===== config.mk =====
export PLATFORM = sky130hd
export DESIGN_NAME = dds_ui_ctl_p
export DESIGN_NICKNAME = d
export VERILOG_FILES = /design/src/rtl/dds_ui_pkg.sv /design/src/rtl/dds_btn_evt.sv /design/src/rtl/dds_ui_ctl_p.sv
export SDC_FILE = /design/constraint.sdc
export NUM_CORES = 1
export LEC_CHECK = 0
export BUFFER_PORTS_ARGS = -buffer_cell sky130_fd_sc_hd__buf_2
export CAP_MARGIN = 20
export CELL_PAD_IN_SITES_DETAIL_PLACEMENT = 1
export CELL_PAD_IN_SITES_GLOBAL_PLACEMENT = 1
export CORE_AREA = 2 2 149 151
export DETAILED_ROUTE_END_ITERATION = 7
export DIE_AREA = 0 0 151 153
export PLACE_DENSITY = 0.92
export SETUP_SLACK_MARGIN = 0.5
export SLEW_MARGIN = 20
export SYNTH_ARGS = -nofsm -noshare
export SYNTH_HDL_FRONTEND = slang
export SYNTH_SLANG_ARGS = --single-unit

===== constraint.sdc =====
create_clock -name clk_10khz -period 3.45 [get_ports clk_10khz]
set_clock_uncertainty 0.05 [all_clocks]
set_input_delay 0.345 -clock clk_10khz [delete_from_list [all_inputs] [get_ports clk_10khz]]
set_output_delay 0.345 -clock clk_10khz [all_outputs]
set_load 0.01 [all_outputs]

===== src/rtl/dds_ui_pkg.sv =====
`default_nettype none
// +--------------------------------------------------------------------------+
// | Package  : dds_ui_pkg                                                    |
// | Purpose  : Shared constants for the DDS front-panel controller: mode     |
// |            encoding, button indices, LED patterns and the 10^k step.     |
// | Revision : 1.0  initial release                                          |
// +--------------------------------------------------------------------------+
package dds_ui_pkg;

  // Panel operating modes; the encoding 2'd3 is never produced.
  typedef enum logic [1:0] {
    MODE_DDS = 2'd0,
    MODE_AM  = 2'd1,
    MODE_NUM = 2'd2
  } mode_t;

  // Bit positions inside the debounced button vector.
  localparam int BTN_MODE = 5;
  localparam int BTN_UP   = 4;
  localparam int BTN_POSP = 3;
  localparam int BTN_SEL  = 2;
  localparam int BTN_DOWN = 1;
  localparam int BTN_POSM = 0;

  // LED1 patterns.
  localparam logic [7:0] LED_WAVE0    = 8'b1100_0000;
  localparam logic [7:0] LED_WAVE1    = 8'b0011_0000;
  localparam logic [7:0] LED_WAVE2    = 8'b0000_1100;
  localparam logic [7:0] LED_WAVE3    = 8'b0000_0011;
  localparam logic [7:0] LED_UART_ON  = 8'b0000_1111;
  localparam logic [7:0] LED_UART_OFF = 8'b1111_0000;

  // Waveform index to its LED1 pattern.
  function automatic logic [7:0] wave_led(input logic [1:0] w);
    logic [7:0] r;
    case (w)
      2'd0:    r = LED_WAVE0;
      2'd1:    r = LED_WAVE1;
      2'd2:    r = LED_WAVE2;
      default: r = LED_WAVE3;
    endcase
    return r;
  endfunction

  // Frequency step for decade k (10^k); decades beyond 9 are not supported.
  function automatic int unsigned pow10(input int k);
    int unsigned r;
    r = 1;
    for (int i = 0; i < 10; i++) begin
      if (i < k) r = r * 10;
    end
    return r;
  endfunction

endpackage
`default_nettype wire


===== src/rtl/dds_btn_evt.sv =====
`default_nettype none
// +--------------------------------------------------------------------------+
// | Module   : dds_btn_evt                                                   |
// | Purpose  : Rising-edge detector for one debounced button. With macro     |
// |            DDS_UI_AUTO_REPEAT_EN defined and REPEAT set, a held button   |
// |            also emits a pulse after HOLD_TICKS cycles and then every     |
// |            REPEAT_TICKS cycles until released.                           |
// | Revision : 1.0  initial release                                          |
// +--------------------------------------------------------------------------+
module dds_btn_evt #(
  parameter int HOLD_TICKS   = 5000,
  parameter int REPEAT_TICKS = 1000,
  parameter bit REPEAT       = 1'b0
) (
  input  logic clk,
  input  logic rst_n,
  input  logic i_btn,
  output logic o_evt
);

  logic r_last;
  logic w_edge;
  logic w_rep;

  assign w_edge = i_btn & ~r_last;
  // The event is combinational so the controller acts on the same edge
  // that first samples the button high.
  assign o_evt  = w_edge | w_rep;

  // Previous button level for edge detection.
  always_ff @(posedge clk or negedge rst_n) begin
    if (!rst_n) r_last <= 1'b0;
    else        r_last <= i_btn;
  end

`ifdef DDS_UI_AUTO_REPEAT_EN
  if (REPEAT) begin : g_rep
    localparam int c_CW = $clog2(HOLD_TICKS + 1);
    logic [c_CW-1:0] r_cnt;
    logic [c_CW-1:0] w_inc;
    logic            w_fire;

    assign w_inc  = r_cnt + 1'b1;
    // r_cnt holds the number of held samples since the press edge, so the
    // first repeat lands exactly HOLD_TICKS cycles after the edge.
    assign w_fire = i_btn & r_last & (w_inc == c_CW'(HOLD_TICKS));
    assign w_rep  = w_fire;

    // Hold counter: restarts on press or release, rewinds after each repeat.
    always_ff @(posedge clk or negedge rst_n) begin
      if (!rst_n)                r_cnt <= '0;
      else if (!i_btn || w_edge) r_cnt <= '0;
      else if (w_fire)           r_cnt <= c_CW'(HOLD_TICKS - REPEAT_TICKS);
      else                       r_cnt <= w_inc;
    end
  end else begin : g_norep
    assign w_rep = 1'b0;
  end
`else
  assign w_rep = 1'b0;
`endif

endmodule
`default_nettype wire


===== src/rtl/dds_ui_ctl_p.sv =====
`default_nettype none
// +--------------------------------------------------------------------------+
// | Module   : dds_ui_ctl_p                                                  |
// | Purpose  : Parametrised front-panel controller for the DDS design.       |
// |            Turns button/switch events into mode, waveform, saturating    |
// |            frequency control, digit editing and display data.            |
// |            Optional macro DDS_UI_AUTO_REPEAT_EN enables auto-repeat on   |
// |            held up/down buttons.                                         |
// | Revision : 1.0  initial release                                          |
// +--------------------------------------------------------------------------+
module dds_ui_ctl_p
  import dds_ui_pkg::*;
#(
  parameter int                    NUM_DIGITS   = 8,
  parameter int                    DIGIT_RADIX  = 16,
  parameter int                    FREQ_W       = 12,
  parameter int                    FREQ_DIGITS  = 4,
  parameter int                    FREQ_MIN     = 1,
  parameter int                    FREQ_MAX     = 4095,
  parameter int                    FREQ_INIT    = 1,
  parameter logic [4*NUM_DIGITS-1:0] NUM_INIT   = 32'h68011033,
  parameter int                    HOLD_TICKS   = 5000,
  parameter int                    REPEAT_TICKS = 1000
) (
  input  logic                    clk_10khz,
  input  logic                    rst_n,
  input  logic [5:0]              btn_value,
  input  logic [7:0]              switch,
  input  logic [7:0]              to_DAC,
  input  logic [4*NUM_DIGITS-1:0] freq_data_pool,
  input  logic [4*NUM_DIGITS-1:0] freq_ctl_data_pool,
  input  logic [4*NUM_DIGITS-1:0] uart_recv_data,
  output logic [7:0]              LED0,
  output logic [7:0]              LED1,
  output logic [1:0]              wave_select,
  output logic                    dac_mode,
  output logic                    uart_mode,
  output logic [FREQ_W-1:0]       freq_ctl,
  output logic [1:0]              global_mode,
  output logic [4*NUM_DIGITS-1:0] data
);

  localparam int c_DW    = 4 * NUM_DIGITS;
  localparam int c_FPW   = (FREQ_DIGITS > 1) ? $clog2(FREQ_DIGITS) : 1;
  localparam int c_NPW   = (NUM_DIGITS > 1) ? $clog2(NUM_DIGITS) : 1;
  localparam int c_HALF  = 4 * (NUM_DIGITS / 2);
  localparam int c_PAD_D = NUM_DIGITS - NUM_DIGITS / 2;

  localparam logic [c_FPW-1:0]  c_FPOS_LAST = c_FPW'(FREQ_DIGITS - 1);
  localparam logic [c_NPW-1:0]  c_NPOS_LAST = c_NPW'(NUM_DIGITS - 1);
  localparam logic [FREQ_W:0]   c_FMAX      = (FREQ_W + 1)'(FREQ_MAX);
  localparam logic [FREQ_W:0]   c_FMIN      = (FREQ_W + 1)'(FREQ_MIN);
  localparam logic [FREQ_W-1:0] c_FMAX_W    = FREQ_W'(FREQ_MAX);
  localparam logic [FREQ_W-1:0] c_FMIN_W    = FREQ_W'(FREQ_MIN);

  // ---------------------------------------------------------------- events
  logic [5:0] w_evt;

  for (genvar gi = 0; gi < 6; gi++) begin : g_btn
    dds_btn_evt #(
      .HOLD_TICKS  (HOLD_TICKS),
      .REPEAT_TICKS(REPEAT_TICKS),
      .REPEAT      ((gi == BTN_UP) || (gi == BTN_DOWN))
    ) u_evt (
      .clk  (clk_10khz),
      .rst_n(rst_n),
      .i_btn(btn_value[gi]),
      .o_evt(w_evt[gi])
    );
  end

  // ------------------------------------------------------------------ state
  mode_t             r_mode, w_mode_nxt;
  logic [1:0]        r_wave, w_wave_nxt;
  logic              r_dac_mode, w_dac_nxt;
  logic              r_uart_mode, w_umode_nxt;
  logic [FREQ_W-1:0] r_freq, w_freq_nxt;
  logic [c_FPW-1:0]  r_fpos, w_fpos_nxt;
  logic [c_NPW-1:0]  r_npos, w_npos_nxt;
  logic [c_DW-1:0]   r_pool, w_pool_nxt;
  logic              r_uart_disp, w_udisp_nxt;
  logic [c_DW-1:0]   r_uart_last;
  logic [7:0]        r_led0, w_led0_nxt;
  logic [7:0]        r_led1, w_led1_nxt;
  logic [c_DW-1:0]   r_data, w_data_nxt;

  // Saturating frequency arithmetic, one guard bit above FREQ_W.
  logic [FREQ_W:0]   w_step;
  logic [FREQ_W:0]   w_sum;
  logic [FREQ_W:0]   w_diff;
  logic [FREQ_W-1:0] w_freq_up;
  logic [FREQ_W-1:0] w_freq_dn;

  assign w_step    = (FREQ_W + 1)'(pow10(int'(r_fpos)));
  assign w_sum     = {1'b0, r_freq} + w_step;
  assign w_diff    = {1'b0, r_freq} - w_step;
  assign w_freq_up = (w_sum > c_FMAX) ? c_FMAX_W : w_sum[FREQ_W-1:0];
  // A set guard bit means the subtraction borrowed below zero.
  assign w_freq_dn = (w_diff[FREQ_W] || (w_diff < c_FMIN)) ? c_FMIN_W
                                                           : w_diff[FREQ_W-1:0];

  // Selected digit of the edit pool and its up/down neighbours.
  logic [3:0]      w_dig;
  logic [3:0]      w_dig_up;
  logic [3:0]      w_dig_dn;
  logic [c_DW-1:0] w_am_data;

  assign w_dig     = r_pool[{r_npos, 2'b00} +: 4];
  assign w_am_data = {{c_PAD_D{4'hA}}, freq_data_pool[c_DW-1 -: c_HALF]};

  // Digit increment/decrement in the configured radix.
  always_comb begin
    w_dig_up = w_dig + 4'd1;
    w_dig_dn = w_dig - 4'd1;
    if (DIGIT_RADIX == 10) begin
      w_dig_up = (w_dig >= 4'd9) ? 4'd0 : w_dig + 4'd1;
      w_dig_dn = ((w_dig == 4'd0) || (w_dig > 4'd9)) ? 4'd9 : w_dig - 4'd1;
    end
  end

  // Mode state register.
  always_ff @(posedge clk_10khz or negedge rst_n) begin
    if (!rst_n) r_mode <= MODE_DDS;
    else        r_mode <= w_mode_nxt;
  end

  // Mode sequencing DDS -> AM -> NUM -> DDS; stray encodings return to DDS.
  always_comb begin
    w_mode_nxt = r_mode;
    case (r_mode)
      MODE_DDS: if (w_evt[BTN_MODE]) w_mode_nxt = MODE_AM;
      MODE_AM:  if (w_evt[BTN_MODE]) w_mode_nxt = MODE_NUM;
      MODE_NUM: if (w_evt[BTN_MODE]) w_mode_nxt = MODE_DDS;
      default:  w_mode_nxt = MODE_DDS;
    endcase
  end

  // Per-mode actions and next output values; the current mode acts even on
  // the cycle its mode button is pressed.
  always_comb begin
    w_wave_nxt  = r_wave;
    w_dac_nxt   = r_dac_mode;
    w_umode_nxt = r_uart_mode;
    w_freq_nxt  = r_freq;
    w_fpos_nxt  = r_fpos;
    w_npos_nxt  = r_npos;
    w_pool_nxt  = r_pool;
    w_udisp_nxt = r_uart_disp;
    w_led0_nxt  = r_led0;
    w_led1_nxt  = r_led1;
    w_data_nxt  = r_data;
    case (r_mode)
      MODE_DDS: begin
        w_dac_nxt = 1'b1;
        if (w_evt[BTN_SEL]) w_wave_nxt = r_wave + 2'd1;
        w_led1_nxt = wave_led(w_wave_nxt);
        if (switch == 8'd0) begin
          w_led0_nxt = to_DAC;
          w_data_nxt = freq_data_pool;
        end else begin
          w_data_nxt = freq_ctl_data_pool;
          if (w_evt[BTN_POSP])
            w_fpos_nxt = (r_fpos == c_FPOS_LAST) ? '0 : r_fpos + 1'b1;
          else if (w_evt[BTN_POSM])
            w_fpos_nxt = (r_fpos == '0) ? c_FPOS_LAST : r_fpos - 1'b1;
          if (w_evt[BTN_UP])        w_freq_nxt = w_freq_up;
          else if (w_evt[BTN_DOWN]) w_freq_nxt = w_freq_dn;
          w_led0_nxt = 8'd1 << w_fpos_nxt;
        end
      end
      MODE_AM: begin
        w_dac_nxt  = 1'b0;
        w_led0_nxt = 8'd0;
        w_led1_nxt = to_DAC;
        w_data_nxt = w_am_data;
      end
      MODE_NUM: begin
        w_dac_nxt = 1'b0;
        if (w_evt[BTN_SEL]) w_umode_nxt = ~r_uart_mode;
        w_led1_nxt = w_umode_nxt ? LED_UART_ON : LED_UART_OFF;
        if (uart_recv_data != r_uart_last) w_udisp_nxt = 1'b1;
        // Local editing takes the display back from the UART word.
        if (w_evt[BTN_POSP] | w_evt[BTN_POSM] | w_evt[BTN_UP] | w_evt[BTN_DOWN])
          w_udisp_nxt = 1'b0;
        if (w_evt[BTN_POSP])
          w_npos_nxt = (r_npos == c_NPOS_LAST) ? '0 : r_npos + 1'b1;
        else if (w_evt[BTN_POSM])
          w_npos_nxt = (r_npos == '0) ? c_NPOS_LAST : r_npos - 1'b1;
        if (w_evt[BTN_UP])        w_pool_nxt[{r_npos, 2'b00} +: 4] = w_dig_up;
        else if (w_evt[BTN_DOWN]) w_pool_nxt[{r_npos, 2'b00} +: 4] = w_dig_dn;
        w_led0_nxt = w_udisp_nxt ? r_led0 : (8'd1 << w_npos_nxt);
        w_data_nxt = w_udisp_nxt ? uart_recv_data : w_pool_nxt;
      end
      default: ;
    endcase
  end

  // Datapath and output registers.
  always_ff @(posedge clk_10khz or negedge rst_n) begin
    if (!rst_n) begin
      r_wave      <= 2'd0;
      r_dac_mode  <= 1'b1;
      r_uart_mode <= 1'b1;
      r_freq      <= FREQ_W'(FREQ_INIT);
      r_fpos      <= '0;
      r_npos      <= '0;
      r_pool      <= NUM_INIT;
      r_uart_disp <= 1'b0;
      r_uart_last <= '0;
      r_led0      <= 8'd0;
      r_led1      <= 8'd0;
      r_data      <= '0;
    end else begin
      r_wave      <= w_wave_nxt;
      r_dac_mode  <= w_dac_nxt;
      r_uart_mode <= w_umode_nxt;
      r_freq      <= w_freq_nxt;
      r_fpos      <= w_fpos_nxt;
      r_npos      <= w_npos_nxt;
      r_pool      <= w_pool_nxt;
      r_uart_disp <= w_udisp_nxt;
      r_uart_last <= uart_recv_data;
      r_led0      <= w_led0_nxt;
      r_led1      <= w_led1_nxt;
      r_data      <= w_data_nxt;
    end
  end

  assign LED0        = r_led0;
  assign LED1        = r_led1;
  assign wave_select = r_wave;
  assign dac_mode    = r_dac_mode;
  assign uart_mode   = r_uart_mode;
  assign freq_ctl    = r_freq;
  assign global_mode = r_mode;
  assign data        = r_data;

endmodule
`default_nettype wire


# --- After elaboration in Yosys (flattened, before gate mapping) ---
# Index checks and enable logic that the tools add are counted.
totals:
  word_cells: 127
  register_bits: 142
  output_inout_bits: 66
  in_bits: 120
classes:
  magnitude_cmp: 5
  reduce_logical: 14
  n_shift: 6
  n_mux: 43
  bitwise: 17
  n_eq_ne: 11
  addsub: 10
  multipliers: 2
ops:
  columns: ["operator", "n"]
  rows:
  - ["$mux 32", 5]
  - ["$pmux 32 s3", 1]
  - ["$pmux 8 s3", 3]
  - ["$bwmux 32", 2]
  - ["$shiftx 4x7->32", 2]
  - ["$mux 12", 4]
  - ["$mul 32x3->12 const B", 1]
  - ["$mul 32x3->31 const B", 1]
  - ["$ne 32x32->1", 1]
  - ["$shift 4x7->32 const A", 1]
  - ["$shiftx 32x6->4", 1]
  - ["$mux 8", 3]
  - ["$mux 2", 11]
  - ["$mux 3", 5]
  - ["$add 12x13->13", 1]
  - ["$gt 13x12->1 const B", 1]
  - ["$lt 13x1->1 const B", 1]
  - ["$mux 13", 1]
  - ["$sub 12x13->13", 1]
  - ["$logic_not 8->1", 1]
  - ["$not 1->1", 8]
  - ["$shl 1x2->8 const A", 1]
  - ["$shl 1x3->8 const A", 1]
  - ["$neg 5->7", 1]
  - ["27 further kinds", 50]

# --- Longest topological paths before layout ---
depth:
  ltp_word: 12
  mapped_depth: 16
  ltp_nobuf: 15

# --- Modules after synthesis ---
# Synthesis repeated with hierarchy kept, for this count alone.
hier_totals:
  cells_unflattened: 1054
  hier_area_um2: 9469.1
modules_own_cells:
  columns: ["module", "cells_each", "seq_area_each_um2", "instances", "area_per_inst_um2"]
  rows:
  - ["dds_ui_ctl_p", 1042, 3418.3, 1, 9236.4]
  - ["dds_btn_evt", 2, 25.0, 6, 38.8]

# --- Worst setup path after synthesis ---
# OpenSTA, ideal clock, no wires.
synth_timing:
  kind: "reg2reg"
  start: "register r_fpos[0]"
  end: "register r_freq[0], in the netlist freq_ctl[0]"
  setup_slack_ps: 261
  n_path_buf: 1
  required_time_ps: 3323
  arrival_ps: 3062
  setup_time_ps: 77
  period_less_slack_ps: 3189
  path_stages_with_launch: 16
  cell_sequence: "dfrtp_1 > inv_1 > ha_1 > nand2_1 > nor2_1 > nand2_1 > ha_1 > clkbuf_1 > nand3b_1 > o211ai_1 > o22ai_1 > a211oi_1 > xnor2_1 > nand2_1 > or4_1 > a31oi_1"
synth_between:
  elab_chain_cells: 12
  elab_cells_between_ends: 17
  cone_classes: "add/sub: 2; mul: 2; order compare: 5; mux: 7; reduce/logical: 1"
synth_rtl:
  columns: ["element", "line", "text"]
  rows:
  - ["start: declaration", "dds_ui_ctl_p.sv:78", "logic [c_FPW-1:0] r_fpos, w_fpos_nxt;"]
  - ["start signal: assignment", "dds_ui_ctl_p.sv:218", "r_fpos <= w_fpos_nxt;"]
  - ["$lt 1x2->1", "dds_ui_pkg.sv:50", "if (i < k) r = r * 10;"]
  - ["$mux 4", "dds_ui_pkg.sv:50", null]
  - ["$mul 32x3->31", "dds_ui_pkg.sv:50", null]
  - ["$mux 32", "dds_ui_pkg.sv:50", null]
  - ["$mul 32x3->12", "dds_ui_pkg.sv:50", null]
  - ["$mux 13 (*)", "dds_ui_pkg.sv:50", null]
  - ["$sub 12x13->13", "dds_ui_ctl_p.sv:96", "assign w_diff = {1'b0, r_freq} - w_step;"]
  - ["$lt 13x1->1", "dds_ui_ctl_p.sv:99", "assign w_freq_dn = (w_diff[FREQ_W] || (w_diff < c_FMIN)) ? c_FMIN_W"]
  - ["$logic_or 1x1->1", "dds_ui_ctl_p.sv:99", null]
  - ["$mux 12", "dds_ui_ctl_p.sv:99", null]
  - ["$mux 12", "dds_ui_ctl_p.sv:167", "else if (w_evt[BTN_DOWN]) w_freq_nxt = w_freq_dn;"]
  - ["$mux 12 (*)", "dds_ui_ctl_p.sv:166", "if (w_evt[BTN_UP]) w_freq_nxt = w_freq_up;"]
  - ["end signal: assignment", "dds_ui_ctl_p.sv:204", "r_freq <= FREQ_W'(FREQ_INIT);"]
  - ["end signal: assignment", "dds_ui_ctl_p.sv:217", "r_freq <= w_freq_nxt;"]
  - ["end: declaration", "dds_ui_ctl_p.sv:77", "logic [FREQ_W-1:0] r_freq, w_freq_nxt;"]
# Mark *: on every way between the ends. The rest lies on a longest branch, timed or not. The select of a mux whose other input is x is not followed.
# A chain may end at the register's enable or synchronous reset.

# --- Final worst setup path ---
layout_timing:
  start: "register r_uart_last[2]"
  end: "register r_data[14], in the netlist data[14]"
layout_between:
  elab_chain_cells: 6
layout_rtl:
  columns: ["element", "line", "text"]
  rows:
  - ["start: declaration", "dds_ui_ctl_p.sv:82", "logic [c_DW-1:0] r_uart_last;"]
  - ["start signal: assignment", "dds_ui_ctl_p.sv:222", "r_uart_last <= uart_recv_data;"]
  - ["$ne 32x32->1", "dds_ui_ctl_p.sv:181", "if (uart_recv_data != r_uart_last) w_udisp_nxt = 1'b1;"]
  - ["$mux 1", "dds_ui_ctl_p.sv:181", null]
  - ["$mux 1", "dds_ui_ctl_p.sv:183", "if (w_evt[BTN_POSP] | w_evt[BTN_POSM] | w_evt[BTN_UP] | w_evt[BTN_DOWN])"]
  - ["$mux 1", "dds_ui_ctl_p.sv:152", "case (r_mode)"]
  - ["$mux 32", "dds_ui_ctl_p.sv:192", "w_data_nxt = w_udisp_nxt ? uart_recv_data : w_pool_nxt;"]
  - ["$pmux 32 s3", "dds_ui_ctl_p.sv:152", null]
  - ["end signal: assignment", "dds_ui_ctl_p.sv:225", "r_data <= w_data_nxt;"]
  - ["end: declaration", "dds_ui_ctl_p.sv:85", "logic [c_DW-1:0] r_data, w_data_nxt;"]
# Every way passes these cells. The select of a mux whose other input is x is not followed.

==> key figures <==
Timing
  – PnR worst setup slack: -0.616 ns
  – Slew Viols, Final: 0
  – Slew at the pin with the worst max-slew slack: between 1 and 1.5 ns
  – Period utilization: 1.18
  – RSZ-0062 raised after global routing: yes
  – Fmax: between 200 and 250 MHz
  – WHS: -0.0176 ns
  – Worst slew margin: 0.316
  – Clock period minus worst slack: approximately 4.1 ns
  – Final Hold Viols: 8
  – Final Setup Violations: between 40 and 50

Logic synthesis
  – Compound-Gate Fraction of Synth Area: 0.202
  – Syn_area_per_cell: roughly 9.6 um^2
  – Post-synthesis async set-or-reset flop share: 1.00
  – EDFF count, synth: 0
  – Syn Std Cell Area: 9150 um^2
  – Synthesized instance count: 952
  – Largest family of logic cells by synthesized area: compound AO/OA/AOI/OAI gates
  – Mux share of post-synthesis cell area: 0.122
  – Sequential cell area fraction in the yosys report: 0.390
  – Main synth FF type: dfrtp_1
  – Yosys cell types: between 70 and 80
  – Net count after synthesis: 1117
  – Simple-Gate Fraction of Synth Area: 0.134
  – Adder and majority gate portion of the synthesized area: 0.0632
  – Flops & latches, synth: about 140
  – Synth warn: 0
  – Post-synthesis xor/xnor area fraction: 0.0516

Critical path
  – Crit start category: register
  – R2R Setup Slk: -0.62 ns
  – Delay-heaviest family, CP: simple AND/OR/NAND/NOR gates
  – Setup crit end kind: register
  – Max FO, Critical Path: 6
  – Crit-path cells: xor2_2 -> nor4_2 -> buf_4 -> nand4_1 -> nor4_2 -> buf_4 -> a211o_4 -> buf_16 -> mux2_4 -> a221oi_2 -> nor2_1
  – Max incr delay on CP: 0.58 ns
  – Critical Path AT: approximately 4.4 ns
  – Req. time, crit path: ~3.7 ns
  – CP Class: register to register
  – WP buf/inv: 3
  – Slowest-stage cell, CP: nor4_2

GRT
  – First-pass GRT wire length: between 70 and 80 mm
  – Number of global-route vias before repair: approximately 11000
  – Total track usage: 0.411
  – Largest net degree at the start of global routing: between 70 and 80
  – Initial antenna violation count: 14
  – GRT overflow: 0

Routing
  – 1st-iter DRT viols: ~1400
  – WL final: around 59 mm
  – Remaining DRCs: 41
  – First-pass DRT Iterations: 8
  – Final ANT Viol Nets: 0
  – Vias/cell: between 7 and 8
  – Routed WL per cell: 38.1 um
  – DR vias: ~12000

Pwr
  – Maximum vdd drop: between 500 and 600 uV
  – Overall power: 16.3 mW
  – Lkg Pwr: between 5 and 6 nW
  – PD cells: approximately 1200 nW/um^2

CTS
  – H-tree depth: 4
  – CTS buffer count: 17
  – Clock Latency Late Sink: about 0.49 ns
  – Worst-path clk slew: around 0.090 ns
  – CTS tree: done
  – Root Driver: clkbuf_16
  – TritonCTS Sinks: 142
  – CTS max path bufs: 2

Die
  – Die area: 23100 um^2
  – Die Ht: approximately 150 um
  – Area of the core: between 20000 and 25000 um^2
  – Top-Level Pins: between 150 and 200
  – Die Width: ~150 um
  – Rows: 54
  – Initial core utilization: 0.426

Placed design
  – Pre-CTS WS: about 0.087 ns
  – Final GP Congestion: between 0.9 and 1
  – Placed cells: 1401
  – Port Buffers: roughly 190
  – DP HPWL: between 20 and 30 mm

Finish
  – Layout area overhead: 47.4%
  – Final Non-Filler Cells: about 1600
  – # nets final: between 1000 and 1500
  – Share of cells above drive strength 1: 0.487

Worst hold path
  – Hold WC Path Type: input pin to register

Status
  – Outcome: finished, violations left
  – Violated checks: DRC, hold timing, setup timing

Flow run
  – Max-Cap Viols: 0
## power breakdown
group | internal [mW] | switching [mW] | total [mW]
Clock | 0.994 | 1.05 | 2.04
Combinational | 4.39 | 6.89 | 11.3
Sequential | 2.27 | 0.759 | 3.03
## synth_stat cells (5+ instances only)
cell | n | share of area
inv_1 | 31 | 0.013
a22oi_1 | 10 | 0.0082
o221ai_1 | 11 | 0.011
clkbuf_1 | 36 | 0.015
nor2b_1 | 13 | 0.0089
xor2_1 | 20 | 0.019
buf_2 | 7 | 0.0038
o31ai_1 | 10 | 0.0082
dfrtp_1 | 130 | 0.36
xnor2_1 | 32 | 0.031
a21oi_1 | 62 | 0.034
nand4_1 | 9 | 0.0062
a211oi_1 | 5 | 0.0041
o221a_2 | 5 | 0.0062
ha_1 | 43 | 0.059
nor2_1 | 75 | 0.031
or3_1 | 6 | 0.0041
nor4_1 | 9 | 0.0062
nand2_1 | 92 | 0.038
o22a_1 | 10 | 0.0096
a32o_1 | 5 | 0.0055
dfstp_2 | 12 | 0.034
mux2_2 | 52 | 0.064
nand3_1 | 18 | 0.0098
o22ai_1 | 19 | 0.013
o211ai_1 | 15 | 0.012
o21ai_0 | 50 | 0.027
nor3_1 | 10 | 0.0055
nand2b_1 | 13 | 0.0089
a31oi_1 | 11 | 0.0075
mux4_2 | 8 | 0.020
a221oi_1 | 16 | 0.015
mux2i_1 | 28 | 0.031
## metrics by stage
stage | setup TNS, ns | utilization | cell area [um^2]
final | -16.20 | 0.628 | 13500
after global placement | 0 | 0.491 | 10500
after floorplan | 0 | - | 9190
after global routing | -15.97 | 0.627 | 13500
after CTS | 0 | 0.570 | 12200
after detailed placement | 0 | 0.491 | 10500
## layout by cell type (no fill, tap or decap), types with 24 or more instances in the layout
cell type  instances
mux2_2            40
o21ai_0           28
xnor2_1           29
ha_1              24
nand2_1           84
dfrtp_1          126
a21oi_1           43
nor2_1            54
buf_4             96
buf_2            184
## layer usage
metal / vias to the layer above / track usage / part of all wire
met4: 4 / 0.334 / 0.13
met5: - / 0 / 0.00044
li1: 4109 / - / -
met1: 5525 / 0.448 / 0.31
met3: 638 / 0.125 / 0.12
met2: 1328 / 0.653 / 0.43
## worst paths after layout
path / startpoint / endpoint / depth (start not counted)
worst max-delay path: r_uart_last[2] / data[14] / 11
worst min-delay path: uart_recv_data[3] / r_uart_last[3] / 1
worst max register to register: r_uart_last[2] / data[14] / 11
worst min register to register: dac_mode / dac_mode / 2
max in group asynchronous: rst_n / LED0[6] / 4
min in group asynchronous: rst_n / r_uart_last[4] / 2
## repair_timing
item	CTS	global route
buffers inserted	45	47
gates resized for setup	137	161
endpoints found under the setup margin	62	67
pin swaps	46	56
gates cloned	2	1
endpoints found under the hold margin	72	3
hold buffers	9	3
## sequential cells by signal, indices dropped and copies added (netlist names)
| name | count |
|---|---|
| wave_select | 2 |
| LED0 | 8 |
| dac_mode | 1 |
| r_pool | 32 |
| freq_ctl | 12 |
| g_btn.u_evt.r_last | 6 |
| r_uart_last | 32 |
| LED1 | 8 |
| uart_mode | 1 |
| global_mode | 2 |
| r_npos | 3 |
| data | 32 |
| r_fpos | 2 |
| r_uart_disp | 1 |
## final cells by class
class | count | area (um^2)
clock buffer | 19 | 453
fill | 2279 | 8000
multi-input combinational | 728 | 6550
sequential | 142 | 3570
tap | 280 | 350
timing repair buffer | 325 | 2270
antenna | 12 | 30.0
inverter | 33 | 141
clock inverter | 13 | 120
## cell families after synthesis
logic type	after synthesis
adder cells (fa/ha/maj)	45
other	2
buffers and inverters	82
AND/OR/NAND/NOR	265
XOR/XNOR	53
flip-flops	142
multiplexers	92
AO/OA/AOI/OAI	271
Power figures use the tool's default switching activity.
